File: src/rtl/arb_pkg.sv
// Shared definitions for the round-robin one-hot arbiter.
//   N_DEF, PTR_W_DEF, CNT_W_DEF : default requester count, pointer width and
//                                 grant-counter width.
//   state_e                     : arbiter state encoding (IDLE=0, GRANT=1).
package arb_pkg;

    localparam int N_DEF     = 8;
    localparam int PTR_W_DEF = 3;
    localparam int CNT_W_DEF = 16;

    typedef enum logic {
        ST_IDLE  = 1'b0,
        ST_GRANT = 1'b1
    } state_e;

endpackage : arb_pkg

File: src/rtl/rr_pick.sv
// Combinational round-robin winner selection.
// Ports:
//   req           in  [N-1:0]      request vector
//   ptr           in  [PTR_W-1:0]  highest-priority index for this pick
//   any           out             at least one request is set
//   winner_idx    out [PTR_W-1:0]  index of the winning requester
//   winner_onehot out [N-1:0]      winner as a one-hot vector (zero if !any)
module rr_pick #(
    parameter int N     = 8,
    parameter int PTR_W = 3
) (
    input  logic [N-1:0]     req,
    input  logic [PTR_W-1:0] ptr,
    output logic             any,
    output logic [PTR_W-1:0] winner_idx,
    output logic [N-1:0]     winner_onehot
);

    logic [2*N-1:0]   req_dbl;
    logic [2*N-1:0]   req_shr;
    logic [N-1:0]     req_rot;
    logic [N-1:0]     rot_oh;
    logic [2*N-1:0]   oh_dbl;
    logic [2*N-1:0]   oh_shl;
    logic [PTR_W-1:0] rot_pos;
    logic             found;

    // Rotating right by ptr puts requester ptr at bit 0, so a plain
    // lowest-bit-first scan implements the round-robin order.
    always_comb begin
        req_dbl = {req, req};
        req_shr = req_dbl >> ptr;
        req_rot = req_shr[N-1:0];
    end

    always_comb begin
        found   = 1'b0;
        rot_pos = '0;
        for (int i = 0; i < N; i++) begin
            if (!found && req_rot[i]) begin
                found   = 1'b1;
                rot_pos = PTR_W'(i);
            end
        end
    end

    // Rotate the one-hot result back left by ptr; index addition wraps
    // naturally because N is a power of two.
    always_comb begin
        rot_oh        = found ? (N'(1) << rot_pos) : '0;
        oh_dbl        = {rot_oh, rot_oh};
        oh_shl        = oh_dbl << ptr;
        winner_onehot = oh_shl[2*N-1:N];
        winner_idx    = rot_pos + ptr;
        any           = found;
    end

endmodule : rr_pick

File: src/rtl/rr_onehot_arbiter.sv
// Round-robin arbiter with a registered one-hot grant and valid/ready
// handshake towards the consumer; a saturating counter tracks accepts.
// Ports:
//   clk          in   rising-edge clock
//   rst_n        in   asynchronous active-low reset
//   req          in   [N-1:0] level-sensitive request vector
//   grant        out  [N-1:0] registered grant, one-hot or zero
//   grant_valid  out  grant holds a valid one-hot word
//   grant_ready  in   consumer accepts the grant this cycle
//   grant_cnt    out  [CNT_W-1:0] accepted-grant count, saturating
//   clr_cnt      in   synchronous clear of grant_cnt (wins over increment)
module rr_onehot_arbiter
    import arb_pkg::*;
#(
    parameter int N     = N_DEF,
    parameter int PTR_W = PTR_W_DEF,
    parameter int CNT_W = CNT_W_DEF
) (
    input  logic             clk,
    input  logic             rst_n,
    input  logic [N-1:0]     req,
    output logic [N-1:0]     grant,
    output logic             grant_valid,
    input  logic             grant_ready,
    output logic [CNT_W-1:0] grant_cnt,
    input  logic             clr_cnt
);

    state_e           state_q, state_d;
    logic [PTR_W-1:0] ptr_q, ptr_d;
    logic [PTR_W-1:0] win_q, win_d;
    logic [N-1:0]     grant_q, grant_d;
    logic [CNT_W-1:0] cnt_q, cnt_d;

    logic             pick_any;
    logic [PTR_W-1:0] pick_idx;
    logic [N-1:0]     pick_oh;
    logic             accept;

    function automatic logic [CNT_W-1:0] sat_inc(input logic [CNT_W-1:0] v);
        return (&v) ? v : v + CNT_W'(1);
    endfunction

    rr_pick #(
        .N     (N),
        .PTR_W (PTR_W)
    ) u_pick (
        .req           (req),
        .ptr           (ptr_q),
        .any           (pick_any),
        .winner_idx    (pick_idx),
        .winner_onehot (pick_oh)
    );

    assign accept = (state_q == ST_GRANT) && grant_ready;

    always_comb begin
        state_d = state_q;
        ptr_d   = ptr_q;
        win_d   = win_q;
        grant_d = grant_q;
        case (state_q)
            ST_IDLE: begin
                if (pick_any) begin
                    grant_d = pick_oh;
                    win_d   = pick_idx;
                    state_d = ST_GRANT;
                end
            end
            ST_GRANT: begin
                // Grant is held regardless of req until the consumer takes it.
                if (grant_ready) begin
                    ptr_d   = win_q + PTR_W'(1);
                    grant_d = '0;
                    state_d = ST_IDLE;
                end
            end
            default: begin
                state_d = ST_IDLE;
                grant_d = '0;
            end
        endcase
    end

    always_comb begin
        cnt_d = cnt_q;
        if (clr_cnt) begin
            cnt_d = '0;
        end else if (accept) begin
            cnt_d = sat_inc(cnt_q);
        end
    end

    always_ff @(posedge clk or negedge rst_n) begin
        if (!rst_n) begin
            state_q <= ST_IDLE;
            ptr_q   <= '0;
            win_q   <= '0;
            grant_q <= '0;
            cnt_q   <= '0;
        end else begin
            state_q <= state_d;
            ptr_q   <= ptr_d;
            win_q   <= win_d;
            grant_q <= grant_d;
            cnt_q   <= cnt_d;
        end
    end

    assign grant       = grant_q;
    assign grant_valid = (state_q == ST_GRANT);
    assign grant_cnt   = cnt_q;

endmodule : rr_onehot_arbiter

File: config.mk
export PLATFORM = sky130hd
export DESIGN_NAME = rr_onehot_arbiter
export DESIGN_NICKNAME = d
export VERILOG_FILES = /design/src/rtl/arb_pkg.sv /design/src/rtl/rr_pick.sv /design/src/rtl/rr_onehot_arbiter.sv
export SDC_FILE = /design/constraint.sdc
export NUM_CORES = 1
export LEC_CHECK = 0
export CAP_MARGIN = 25
export CORE_MARGIN = 3
export CORE_UTILIZATION = 60
export CTS_BUF_LIST = sky130_fd_sc_hd__clkbuf_4
export DETAILED_ROUTE_END_ITERATION = 6
export DONT_BUFFER_PORTS = 1
export PLACE_DENSITY = 0.79
export SLEW_MARGIN = 30
export SYNTH_ARGS = -nofsm -noshare
export SYNTH_HDL_FRONTEND = slang
export SYNTH_HIERARCHICAL = 1
export SYNTH_SLANG_ARGS = --single-unit
File: constraint.sdc
create_clock -name clk -period 3.05 [get_ports clk]
set_input_delay 0.61 -clock clk [delete_from_list [all_inputs] [get_ports clk]]
set_output_delay 0.61 -clock clk [all_outputs]
set_load 0.02 [all_outputs]
# ---- Word level (Yosys, flattened, before mapping)
# Cells that the tools add are included.
dict set report word_totals {
  elab_cells 61
  in_bits 12
  regBits 31
}
dict set report classes {
  mux 25
  reduce_logical 21
  n_eq_ne 3
  n_addsub 3
  n_shift 3
  bitwise 1
}
# cell count
set ops {}
lappend ops {{two-way mux 16 bit} 3}
lappend ops {{two-way mux 8 bit} 3}
lappend ops {{adder 16 x 1 -> 16 bit (second input constant)} 1}
lappend ops {{one-hot mux 8 bit (2 select lines)} 1}
lappend ops {{AND reduction 16 bit} 1}
lappend ops {{<< shifter 16 x 3 -> 16 bit} 1}
lappend ops {{>> shifter 16 x 3 -> 8 bit} 1}
lappend ops {{two-way mux 3 bit} 4}
lappend ops {{two-way mux 1 bit} 11}
lappend ops {{logical AND 1 bit} 8}
lappend ops {{AND reduction 2 bit} 4}
lappend ops {{<< shifter 1 x 3 -> 8 bit (first input constant)} 1}
lappend ops {{zero test 1 bit} 7}
lappend ops {{two-way mux 2 bit} 2}
lappend ops {{!= test 2 bit (second input constant)} 2}
lappend ops {{adder 3 x 1 -> 3 bit (second input constant)} 1}
lappend ops {{adder 3 bit} 1}
lappend ops {{!= test 2 x 1 -> 1 bit (second input constant)} 1}
lappend ops {{one-hot mux 1 bit (2 select lines)} 1}
lappend ops {{nonzero test 2 bit} 1}
lappend ops {{inverter 1 bit} 1}

# ---- Depth between registers and ports, before layout
# Gate-level depths: netlist of the first run.
dict set report logic_depth {
  depth_word 28
  depth_mapped 13
}

# ---- Modules after synthesis
# Netlist of the first run, hierarchy kept.
# module seq_area_each_um2 n_inst area_each_um2 cells_per_inst
set by_module_without_submodules {}
lappend by_module_without_submodules {rr_onehot_arbiter 775.7 1 1537.7 152}
lappend by_module_without_submodules {rr_pick 0.0 1 1222.4 159}

# ---- Least setup slack after synthesis of the first run
# No wires, ideal clock.
dict set report synth_timing {
  path_kind {input -> register}
  startpoint {in req[4]}
  endpoint {reg win_q[2]}
  t_arrival_ns 2.865
  required_ns 2.925
  n_path_buf 1
  setup_ns 0.125
  setup_slack_ns 0.061
  cell_stages 12
  path_cell_list {buf_2 nor2b_1 a2111oi_0 a211o_1 o211ai_1 and2_4 nand2_1 ha_1 fa_1 xnor2_1 xnor2_1 mux2_2}
}
dict set report synth_via {
  elab_chain_cells 24
  word_cells_on_any_way 32
}
# element line_no
set synth_lines {}
lappend synth_lines {{start: declaration} rr_onehot_arbiter.sv:21} ;# input logic [N-1:0] req,
lappend synth_lines {{>> shifter 16 x 3 -> 8 bit (*)} rr_pick.sv:32} ;# req_shr = req_dbl >> ptr;
lappend synth_lines {{two-way mux 1 bit} rr_pick.sv:40} ;# if (!found && req_rot[i]) begin
lappend synth_lines {{zero test 1 bit} rr_pick.sv:40}
lappend synth_lines {{logical AND 1 bit} rr_pick.sv:40}
lappend synth_lines {{two-way mux 1 bit} rr_pick.sv:40}
lappend synth_lines {{zero test 1 bit} rr_pick.sv:40}
lappend synth_lines {{logical AND 1 bit} rr_pick.sv:40}
lappend synth_lines {{two-way mux 1 bit} rr_pick.sv:40}
lappend synth_lines {{(+9 left out)} -}
lappend synth_lines {{zero test 1 bit} rr_pick.sv:40}
lappend synth_lines {{logical AND 1 bit} rr_pick.sv:40}
lappend synth_lines {{two-way mux 1 bit} rr_pick.sv:40}
lappend synth_lines {{zero test 1 bit} rr_pick.sv:40}
lappend synth_lines {{logical AND 1 bit} rr_pick.sv:40}
lappend synth_lines {{two-way mux 3 bit (*)} rr_pick.sv:40}
lappend synth_lines {{adder 3 bit (*)} rr_pick.sv:54} ;# winner_idx = rot_pos + ptr;
lappend synth_lines {{named net pick_idx[2]} rr_onehot_arbiter.sv:36} ;# logic [PTR_W-1:0] pick_idx;
lappend synth_lines {{end signal: assignment} rr_onehot_arbiter.sv:104} ;# win_q <= win_d;
lappend synth_lines {{end: declaration} rr_onehot_arbiter.sv:31} ;# logic [PTR_W-1:0] win_q, win_d;
# The timed path passes the listed nets; every way through them passes the cells marked *.
# A chain may end at the register's enable or synchronous reset.

# ---- Worst setup path in the final report of the first run
dict set report layout_timing {
  startpoint {reg ptr_q[0]}
  endpoint {reg win_q[1]}
}
dict set report layout_via {
  elab_chain_cells 24
  word_cells_on_any_way 32
}
# element line_no
set layout_lines {}
lappend layout_lines {{start: declaration} rr_onehot_arbiter.sv:30} ;# logic [PTR_W-1:0] ptr_q, ptr_d;
lappend layout_lines {{start signal: assignment} rr_onehot_arbiter.sv:103} ;# ptr_q <= ptr_d;
lappend layout_lines {{>> shifter 16 x 3 -> 8 bit} rr_pick.sv:32}
lappend layout_lines {{two-way mux 1 bit} rr_pick.sv:40}
lappend layout_lines {{zero test 1 bit} rr_pick.sv:40}
lappend layout_lines {{logical AND 1 bit} rr_pick.sv:40}
lappend layout_lines {{two-way mux 1 bit} rr_pick.sv:40}
lappend layout_lines {{zero test 1 bit} rr_pick.sv:40}
lappend layout_lines {{logical AND 1 bit} rr_pick.sv:40}
lappend layout_lines {{two-way mux 1 bit} rr_pick.sv:40}
lappend layout_lines {{(+9 left out)} -}
lappend layout_lines {{zero test 1 bit} rr_pick.sv:40}
lappend layout_lines {{logical AND 1 bit} rr_pick.sv:40}
lappend layout_lines {{two-way mux 1 bit} rr_pick.sv:40}
lappend layout_lines {{zero test 1 bit} rr_pick.sv:40}
lappend layout_lines {{logical AND 1 bit} rr_pick.sv:40}
lappend layout_lines {{two-way mux 3 bit} rr_pick.sv:40}
lappend layout_lines {{adder 3 bit (*)} rr_pick.sv:54}
lappend layout_lines {{named net pick_idx[1]} rr_onehot_arbiter.sv:36}
# Marked as above.

==> impl_metrics.ini, run 1 <==
[logic_synthesis]
ys.flop_type = dfrtp_1
netlist_instances = 311
synthArstFlopShare = 1.00
synth_nets = 327
ys_seq_area_frac = 0.281
synth_edf_count = 0
syn-cell-area_um2 = 2760
synth_cell_types = 63
syn_avg_cell_area_um2 = 8.88
yosysWarningCount = 6
ys_ff_latch = 31

[floorplan]
fp.dieArea_um2 = 5450
die_w_um = 73.8
start_util = 0.630
core-area_um2 = 4380
io_pins = 37
die_h_um = 73.8
rows = 24

[sta]
fmax_ghz = 0.338
finalHoldViolCount = 0
tightest_slew_ns = 0.583
worst_clock_skew_ns = 0.0103
fin_tns_setup_ns = 0
fin_crit_ns = 2.96
setup_viol = 0
period_share = 0.969
drv_slew = 0
maxSlewHeadroom = 0.611
rsz0062_at_grt = false

[clock_network]
clk_latency_ns = 0.33
clk_path_buf_depth = 2
path_clk_slew_ns = 0.10
cts_tree = built
numCtsBuffers = 5
h-tree-depth = 2
clockRootBuffer = clkbuf_4
clock-sinks = 31

[pwr]
power_frac_clock = 0.084
powerDensity_nw_per_um2 = 896
ir_drop_uv = 363
power.switching_uw = 1230
internal_power_uw = 1470
swShare = 0.455
p_seq_frac = 0.243
comb_power_share = 0.673
p_leak_uw = 0.00121

[outcome]
status = complete, no violations

[critical_path]
crit_chain = buf_6 > mux4_2 > mux2_2 > a41o_1 > and2_4 > nand2_1 > ha_1 > fa_2 > mux2_2
path_delay_family = multiplexers
cpMostUsedCell = mux2_2
crit_buf_inv = 1
startpoint = ptr_q[0]
r2r_start = ptr_q[0]
setup.worst_path.end_class = flip-flop
critical_path_required_ns = 3.26
cp_max_fo = 5
start_kind = flip-flop
critPathArrivalTime_ns = 3.17
critPathKind = reg -> reg
crit_path_top_delay_cell = mux4_2
max_stage_delay_ns = 0.53

[place]
place_congestion = 0.974
port_buffers = 0
dp_hpwl_mm = 4.77

[routing]
dr_total_vias = 2535
viasPerCell = 6.87
dr.pass1.iters = 5
wl_mm = 6.73
ant_nets = 0
remaining_drc_errors = 0
detail_route.wl_per_cell_um = 18.2
drt_iter0_drc = 243

[cells_and_area]
fillCellCount = 346
drive_above_1_share = 0.215
finalNetCount = 332
final_util = 0.689
area_growth_pct = 9.52
antennaDiodeCount = 0

[grt]
grtUsageTotal = 0.253
grt_pass1_wl_mm = 10.8
first_global_vias = 2376
grt_max_degree = 32
antenna_found_initial = 0
grt_remaining_overflow = 0

[min_path]
hold_path.class = in -> async

[job]
cap_violations = 0
[metrics by stage]
stage / cells / power [uW] / setup slack [ns] / instance area [um^2] / hold WS [ns]
after floorplan: 311 / 1920 / 0.0607 / 2760 / 0.314
after global placement: 357 / 2290 / 0.109 / 2850 / 0.315
after detailed placement: 357 / 2320 / 0.0205 / 2850 / 0.315
after CTS: 366 / 2580 / 0.0151 / 2930 / 0.0762
after global routing: 369 / 2900 / 0.00126 / 3020 / 0.0656
final: 369 / 2710 / 0.0932 / 3020 / 0.0907
[cells by family (layout without fill, tap and decap cells)]
logic type / count (synthesis) / count (layout) / synth area share
simple gates: 102 / 102 / 0.202
compound gates: 92 / 92 / 0.226
mux: 44 / 44 / 0.202
buf+inv: 34 / 40 / 0.0553
flops: 31 / 31 / 0.281
fa+ha+maj: 4 / 4 / 0.0209
xor+xnor: 4 / 4 / 0.0127
[metal layers]
layer / part of all wire / track usage / wire (um) / vias up
li1: - / - / - / 1214
met1: 0.41 / 0.309 / 2790 / 1205
met2: 0.50 / 0.430 / 3380 / 100
met3: 0.067 / 0.0575 / 452 / 16
met4: 0.016 / 0.0946 / 107 / 0
met5: 0 / 0 / 0 / -
[layout by cell type, fill, tap and decap left out, types with 3 or more instances in the layout]
cell type / count
dfrtp_1: 30
o21ai_0: 27
nand2_1: 25
mux2i_1: 21
nor2_1: 16
buf_4: 16
mux2_2: 15
a21oi_1: 14
inv_1: 10
nor3_1: 9
nand4_1: 8
o31ai_1: 7
a31oi_1: 7
nand3_1: 6
clkbuf_4: 6
nor2b_1: 5
o41ai_1: 5
nor4_1: 4
a211oi_1: 4
mux4_2: 4
or2_2: 3
or3_2: 3
or4_1: 3
xnor2_1: 3
ha_1: 3
mux4_1: 3
o211ai_1: 3
[synthesized netlist by cell type, types with 2 or more instances]
master,instances,area (um^2)
nand2_1,25,93.8
nor3_1,9,45.0
mux2_2,15,169
o2111ai_1,2,17.5
a2111o_1,2,22.5
mux2i_1,22,220
nor2_1,16,60.1
a31oi_1,7,43.8
mux4_2,4,90.1
xnor2_1,4,35.0
inv_1,10,37.5
buf_2,4,20.0
o41ai_1,5,43.8
mux4_1,3,78.8
or4_1,3,22.5
buf_6,2,22.5
nand3_1,6,30.0
o311ai_0,2,17.5
ha_1,3,37.5
dfrtp_1,31,776
clkbuf_1,13,48.8
or2_2,3,18.8
nor4_1,5,31.3
or3_1,2,12.5
or3_2,3,22.5
buf_1,2,7.51
nand4_1,8,50.1
a311oi_1,2,17.5
o211ai_1,3,22.5
a21oi_1,14,70.1
o31ai_1,7,52.6
nor2b_1,7,43.8
o211a_1,2,20.0
a211oi_1,5,37.5
a21boi_0,2,15.0
o21ai_0,27,135
a211o_1,2,17.5
nand2b_1,2,12.5
and2_1,2,12.5
a21o_1,2,15.0
[repair_timing]
item	CTS	global route
pin swaps	0	4
resized for setup	1	12
setup buffers	0	2
hold buffers	1	0
gates cloned	0	1
endpoints found under the hold margin	31	0
endpoints found under the setup margin	1	2
[power by group through the flow]
stage / clock network [uW] / logic (uW) / registers (uW)
after global placement: 0 / 1630 / 658
after CTS: 239 / 1680 / 654
after global routing: 253 / 1980 / 671
after detailed placement: 0 / 1660 / 660
final: 228 / 1820 / 657
after floorplan: 0 / 1300 / 621
[registers in the layout, summed over array words and instances, names as in the netlist]
register and cells:
grant_cnt 16, grant_valid 1, ptr_q 3, win_q 3
grant 8
[area by class of cell]
cell class | instances | area [um^2] | share of cell area
multi-input cells | 246 | 1880 | 0.621
flip-flops and latches | 31 | 777 | 0.257
repair buffers | 21 | 208 | 0.0687
well taps | 52 | 65.1 | 0.0215
clock buffers | 6 | 45.0 | 0.0149
inverters | 11 | 43.8 | 0.0145
clock inverters | 2 | 7.51 | 0.00248
[final timing paths]
path                            slack [ns]            end  cells past startpoint
worst max register to register        0.09       win_q[1]                      9
min in group clk                      0.34  grant_cnt[12]                      1
worst min register to register        0.50       ptr_q[0]                      1
worst min-delay path                  0.09       grant[2]                      1
max in group asynchronous             2.77       ptr_q[0]                      1
worst max-delay path                  0.09       win_q[1]                      9
(Power assumes the default switching activity.)
==> run 2, diff against run 1 <==
--- a/config.mk
+++ b/config.mk
@@ -11,9 +11,11 @@
 export CTS_BUF_LIST = sky130_fd_sc_hd__clkbuf_4
 export DETAILED_ROUTE_END_ITERATION = 6
 export DONT_BUFFER_PORTS = 1
+export MAX_ROUTING_LAYER = met4
 export PLACE_DENSITY = 0.79
 export SLEW_MARGIN = 30
 export SYNTH_ARGS = -nofsm -noshare
 export SYNTH_HDL_FRONTEND = slang
 export SYNTH_HIERARCHICAL = 1
 export SYNTH_SLANG_ARGS = --single-unit
+export TNS_END_PERCENT = 10
==> impl_metrics.ini, run 2 (synthesized netlist as in run 1, its figures left out) <==
[outcome]
status = complete, no violations

[floorplan]
rows = 24
fp.dieArea_um2 = 5450
die_w_um = 73.8
io_pins = 37
core-area_um2 = 4380
start_util = 0.630
die_h_um = 73.8

[sta]
drv_slew = 0
worst_clock_skew_ns = 0.0108
tightest_slew_ns = 0.591
fmax_ghz = 0.338
maxSlewHeadroom = 0.606
setup_viol = 0
finalHoldViolCount = 0
period_share = 0.971
fin_crit_ns = 2.96

[routing]
detail_route.wl_per_cell_um = 18.4
viasPerCell = 6.83
dr_total_vias = 2508
wl_mm = 6.76
drt_iter0_drc = 219
ant_nets = 0
remaining_drc_errors = 0
dr.pass1.iters = 4

[critical_path]
reg2reg_setup_slack_ns = 0.09
critical_path_required_ns = 3.27
cp_max_fo = 5
critPathArrivalTime_ns = 3.18
critPathKind = reg -> reg
start_kind = flip-flop
setup.worst_path.end_class = flip-flop

[place]
dp.cells = 356
place_congestion = 0.983
dp_hpwl_mm = 4.87
port_buffers = 0

[cells_and_area]
layout_commonest_cell = dfrtp_1
fillCellCount = 341
area_growth_pct = 8.88
finalNonFillerCells = 367
multi_input_area_um2 = 1900
final_util = 0.686
finalNetCount = 331
regArea_um2 = 778
antennaDiodeCount = 0
largest_reg_flops = 16
final_cell_mix = dfrtp_1 (29), o21ai_0 (26), nand2_1 (25)
drive_above_1_share = 0.222

[pwr]
internal_power_uw = 1460
powerDensity_nw_per_um2 = 895
ir_drop_uv = 428
p_seq_frac = 0.244
swShare = 0.459
p_total_uw = 2690
comb_power_share = 0.675
p_leak_uw = 0.00119
power.switching_uw = 1230
power_frac_clock = 0.081

[clock_network]
numCtsBuffers = 5
clockRootBuffer = clkbuf_4
clk_path_buf_depth = 2
h-tree-depth = 2
cts_tree = built
path_clk_slew_ns = 0.10
clock-sinks = 31
clk_latency_ns = 0.34

[grt]
grt_max_degree = 32
first_global_vias = 2403
grt_pass1_wl_mm = 11.2
grt_remaining_overflow = 0
grtUsageTotal = 0.268
antenna_found_initial = 0

[job]
cap_violations = 0

[min_path]
hold_path.class = in -> async
==> run 2: path summary, 6_finish.rpt <==
path                            cells past startpoint       endpoint      from
worst min-delay path                                1       grant[4]     rst_n
max in group asynchronous                           1       ptr_q[0]     rst_n
worst max register to register                      9       win_q[1]  ptr_q[0]
worst max-delay path                                9       win_q[1]  ptr_q[0]
worst min register to register                      1       ptr_q[0]  win_q[0]
min in group clk                                    1  grant_cnt[12]   clr_cnt
==> run 2: timing repair <==
item | 4_1_cts | 5_1_grt
buffers inserted | 0 | 3
hold buffers | 1 | 0
endpoints found under the hold margin | 31 | 0
endpoints found under the setup margin | 0 | 4
gates resized for setup | 0 | 18
==> run 2: final cells by class <==
| type | count | area share |
|---|---|---|
| Clock buffer | 5 | 0.0125 |
| Clock inverter | 2 | 0.00291 |
| Inverter | 11 | 0.0137 |
| Multi-Input combinational cell | 246 | 0.631 |
| Sequential cell | 31 | 0.259 |
| Tap cell | 52 | 0.0216 |
| Timing Repair Buffer | 20 | 0.0595 |
==> run 2: metrics by stage <==
stage               cell area, um^2  hold WS [ns]  setup TNS (ns)  setup WS, ns
global placement               2850         0.315               0         0.103
CTS                            2910        0.0903               0        0.0371
floorplan                      2760         0.314               0        0.0607
detailed placement             2850         0.315               0        0.0606
finish                         3010        0.0791               0        0.0896
global route                   3010        0.0830        -0.00520      -0.00520
==> run 2: critical path, cell delays in order, from the launching register on <==
cell and delay, ns:
dfrtp_2 0.42, buf_4 0.17, mux4_2 0.56, mux2_2 0.32
a41o_1 0.27, and2_4 0.18, nand2_1 0.07, ha_1 0.16
fa_1 0.43, mux2_2 0.27
==> run 2: per-layer routing <==
layer / wire, um / share of wire / global-route usage
met1: 2880 / 0.43 / 0.331
met2: 3370 / 0.50 / 0.442
met3: 408 / 0.060 / 0.0492
met4: 102 / 0.015 / 0.0845
met5: 0 / 0 / -
==> run 2: power groups by stage <==
stage | sequential [uW] | clock, uW | combinational [uW]
3_5_place_dp | 660 | 0 | 1650
2_1_floorplan | 621 | 0 | 1300
5_1_grt | 668 | 237 | 1990
6_report | 655 | 219 | 1820
3_3_place_gp | 657 | 0 | 1620
4_1_cts | 651 | 223 | 1670
==> run 3, diff against run 2 <==
--- a/config.mk
+++ b/config.mk
@@ -7,12 +7,11 @@
 export LEC_CHECK = 0
 export CAP_MARGIN = 25
 export CORE_MARGIN = 3
-export CORE_UTILIZATION = 60
+export CORE_UTILIZATION = 31
 export CTS_BUF_LIST = sky130_fd_sc_hd__clkbuf_4
 export DETAILED_ROUTE_END_ITERATION = 6
 export DONT_BUFFER_PORTS = 1
 export MAX_ROUTING_LAYER = met4
-export PLACE_DENSITY = 0.79
 export SLEW_MARGIN = 30
 export SYNTH_ARGS = -nofsm -noshare
 export SYNTH_HDL_FRONTEND = slang
==> impl_metrics.ini, run 3 (synthesized netlist as in run 1, its figures left out) <==
[place]
place_congestion = 0.838
port_buffers = 0
place_ws_ns = 0.00470
placed_cell_area_um2 = 2910
dp.cells = 408
dp_hpwl_mm = 5.13

[clock_network]
clk_latency_ns = 0.34
path_clk_slew_ns = 0.11
clockRootBuffer = clkbuf_4
cts_tree = built
clk_path_buf_depth = 2
clock-sinks = 31
numCtsBuffers = 5
h-tree-depth = 2

[critical_path]
start_kind = flip-flop
critPathKind = reg -> reg
critical_path_required_ns = 3.27
critPathArrivalTime_ns = 3.19
crit_buf_inv = 1
path_delay_family = multiplexers
cpMostUsedCell = mux2_2
crit_path_top_delay_cell = mux4_2
max_stage_delay_ns = 0.55
cp_max_fo = 13
crit_chain = buf_12 > mux4_2 > mux2_2 > a41o_1 > and2_4 > nand2_1 > ha_1 > fa_1 > mux2_2
setup.worst_path.end_class = flip-flop

[grt]
grt_max_degree = 32
first_global_vias = 2338
grtUsageTotal = 0.147
antenna_found_initial = 0
grt_remaining_overflow = 0
grt_pass1_wl_mm = 11.9

[routing]
viasPerCell = 5.96
drt_iter0_drc = 132
dr.pass1.iters = 4
wl_mm = 7.31
detail_route.wl_per_cell_um = 17.3
dr_total_vias = 2521
ant_nets = 0
remaining_drc_errors = 0

[pwr]
p_seq_frac = 0.238
ir_drop_uv = 240
internal_power_uw = 1550
powerDensity_nw_per_um2 = 908
swShare = 0.448
power.switching_uw = 1260
power_frac_clock = 0.114
comb_power_share = 0.648
p_leak_uw = 0.00121

[job]
cap_violations = 0

[sta]
period_share = 0.973
setup_viol = 0
final.setup.worst_slack_ns = 0.0809
worst_clock_skew_ns = 0.0174
finalHoldViolCount = 0
fin_crit_ns = 2.97
maxSlewHeadroom = 0.568
fmax_ghz = 0.337
tightest_slew_ns = 0.647
drv_slew = 0

[cells_and_area]
final_cell_mix = dfrtp_1 (29), o21ai_0 (26), nand2_1 (25)
fin_area_um2 = 3090
fillCellCount = 881
area_growth_pct = 11.8
finalNonFillerCells = 423
largest_reg_flops = 16
layout_commonest_cell = dfrtp_1
finalNetCount = 333
antennaDiodeCount = 0
drive_above_1_share = 0.220

[floorplan]
io_pins = 37
rows = 33
start_util = 0.328
fp.dieArea_um2 = 10100
die_h_um = 100
die_w_um = 100
core-area_um2 = 8420

[min_path]
hold_path.class = in -> async

[outcome]
status = complete, no violations
[run 3: cell count changes in the layout (fill, tap and decap cells not counted), sizes merged]
cell    change
clkbuf      +2
bufinv      +1
[run 3: path summary, 6_finish.rpt]
kind / cells past startpoint / slack (ns) / start / to
setup / recovery: 9 / 0.08 / ptr_q[0] / win_q[1]
hold / removal: 1 / 0.08 / rst_n / grant[5]
setup reg to reg: 9 / 0.08 / ptr_q[0] / win_q[1]
hold reg to reg: 1 / 0.53 / win_q[0] / ptr_q[0]
max in group asynchronous: 1 / 2.77 / rst_n / ptr_q[0]
min in group clk: 1 / 0.31 / clr_cnt / grant_cnt[13]
[run 3: through the flow]
step                      setup TNS, ns  total power, uW   util  hold slack, ns
final                                 0             2800  0.366          0.0798
after global routing           -0.00155             3030  0.366          0.0521
after CTS                             0             2670  0.357          0.0716
after detailed placement              0             2320  0.345           0.315
after global placement                0             2290  0.345           0.315
after floorplan                       0             1920      -           0.314
[run 3: worst register-to-register path: stages, from the launching register on]
cell,delay [ns]
dfrtp_2,0.43
buf_12,0.17
mux4_2,0.56
mux2_2,0.30
a41o_1,0.28
and2_4,0.19
nand2_1,0.07
ha_1,0.18
fa_1,0.42
mux2_2,0.27
[run 3: layout make-up]
type	instances	area, um^2	area share
clock buffers	5	37.5	0.0122
clock inverters	3	38.8	0.0126
inverters	11	41.3	0.0134
multi-input cells	246	1850	0.599
flip-flops and latches	31	778	0.252
well taps	105	131	0.0426
repair buffers	22	209	0.0677
[run 3: power by group through the flow]
stage / clock (uW) / combinational (uW) / sequential, uW
CTS: 328 / 1670 / 670
global placement: 0 / 1610 / 677
floorplan: 0 / 1300 / 621
detailed placement: 0 / 1640 / 676
global route: 355 / 1990 / 684
finish: 319 / 1820 / 668
[run 3: per-layer routing]
metal / routed length (um) / GRT usage / up-vias
met3: 567 / 0.0445 / 10
li1: - / - / 1214
met4: 70 / 0.0259 / 0
met1: 3330 / 0.198 / 1214
met5: 0 / - / -
met2: 3340 / 0.222 / 83
[run 3: what timing repair did]
item	CTS	global route
gates cloned	0	1
endpoints found under the setup margin	1	6
buffers inserted	0	5
hold buffers	1	0
endpoints found under the hold margin	31	0
resized for setup	1	10
pin swaps	0	3
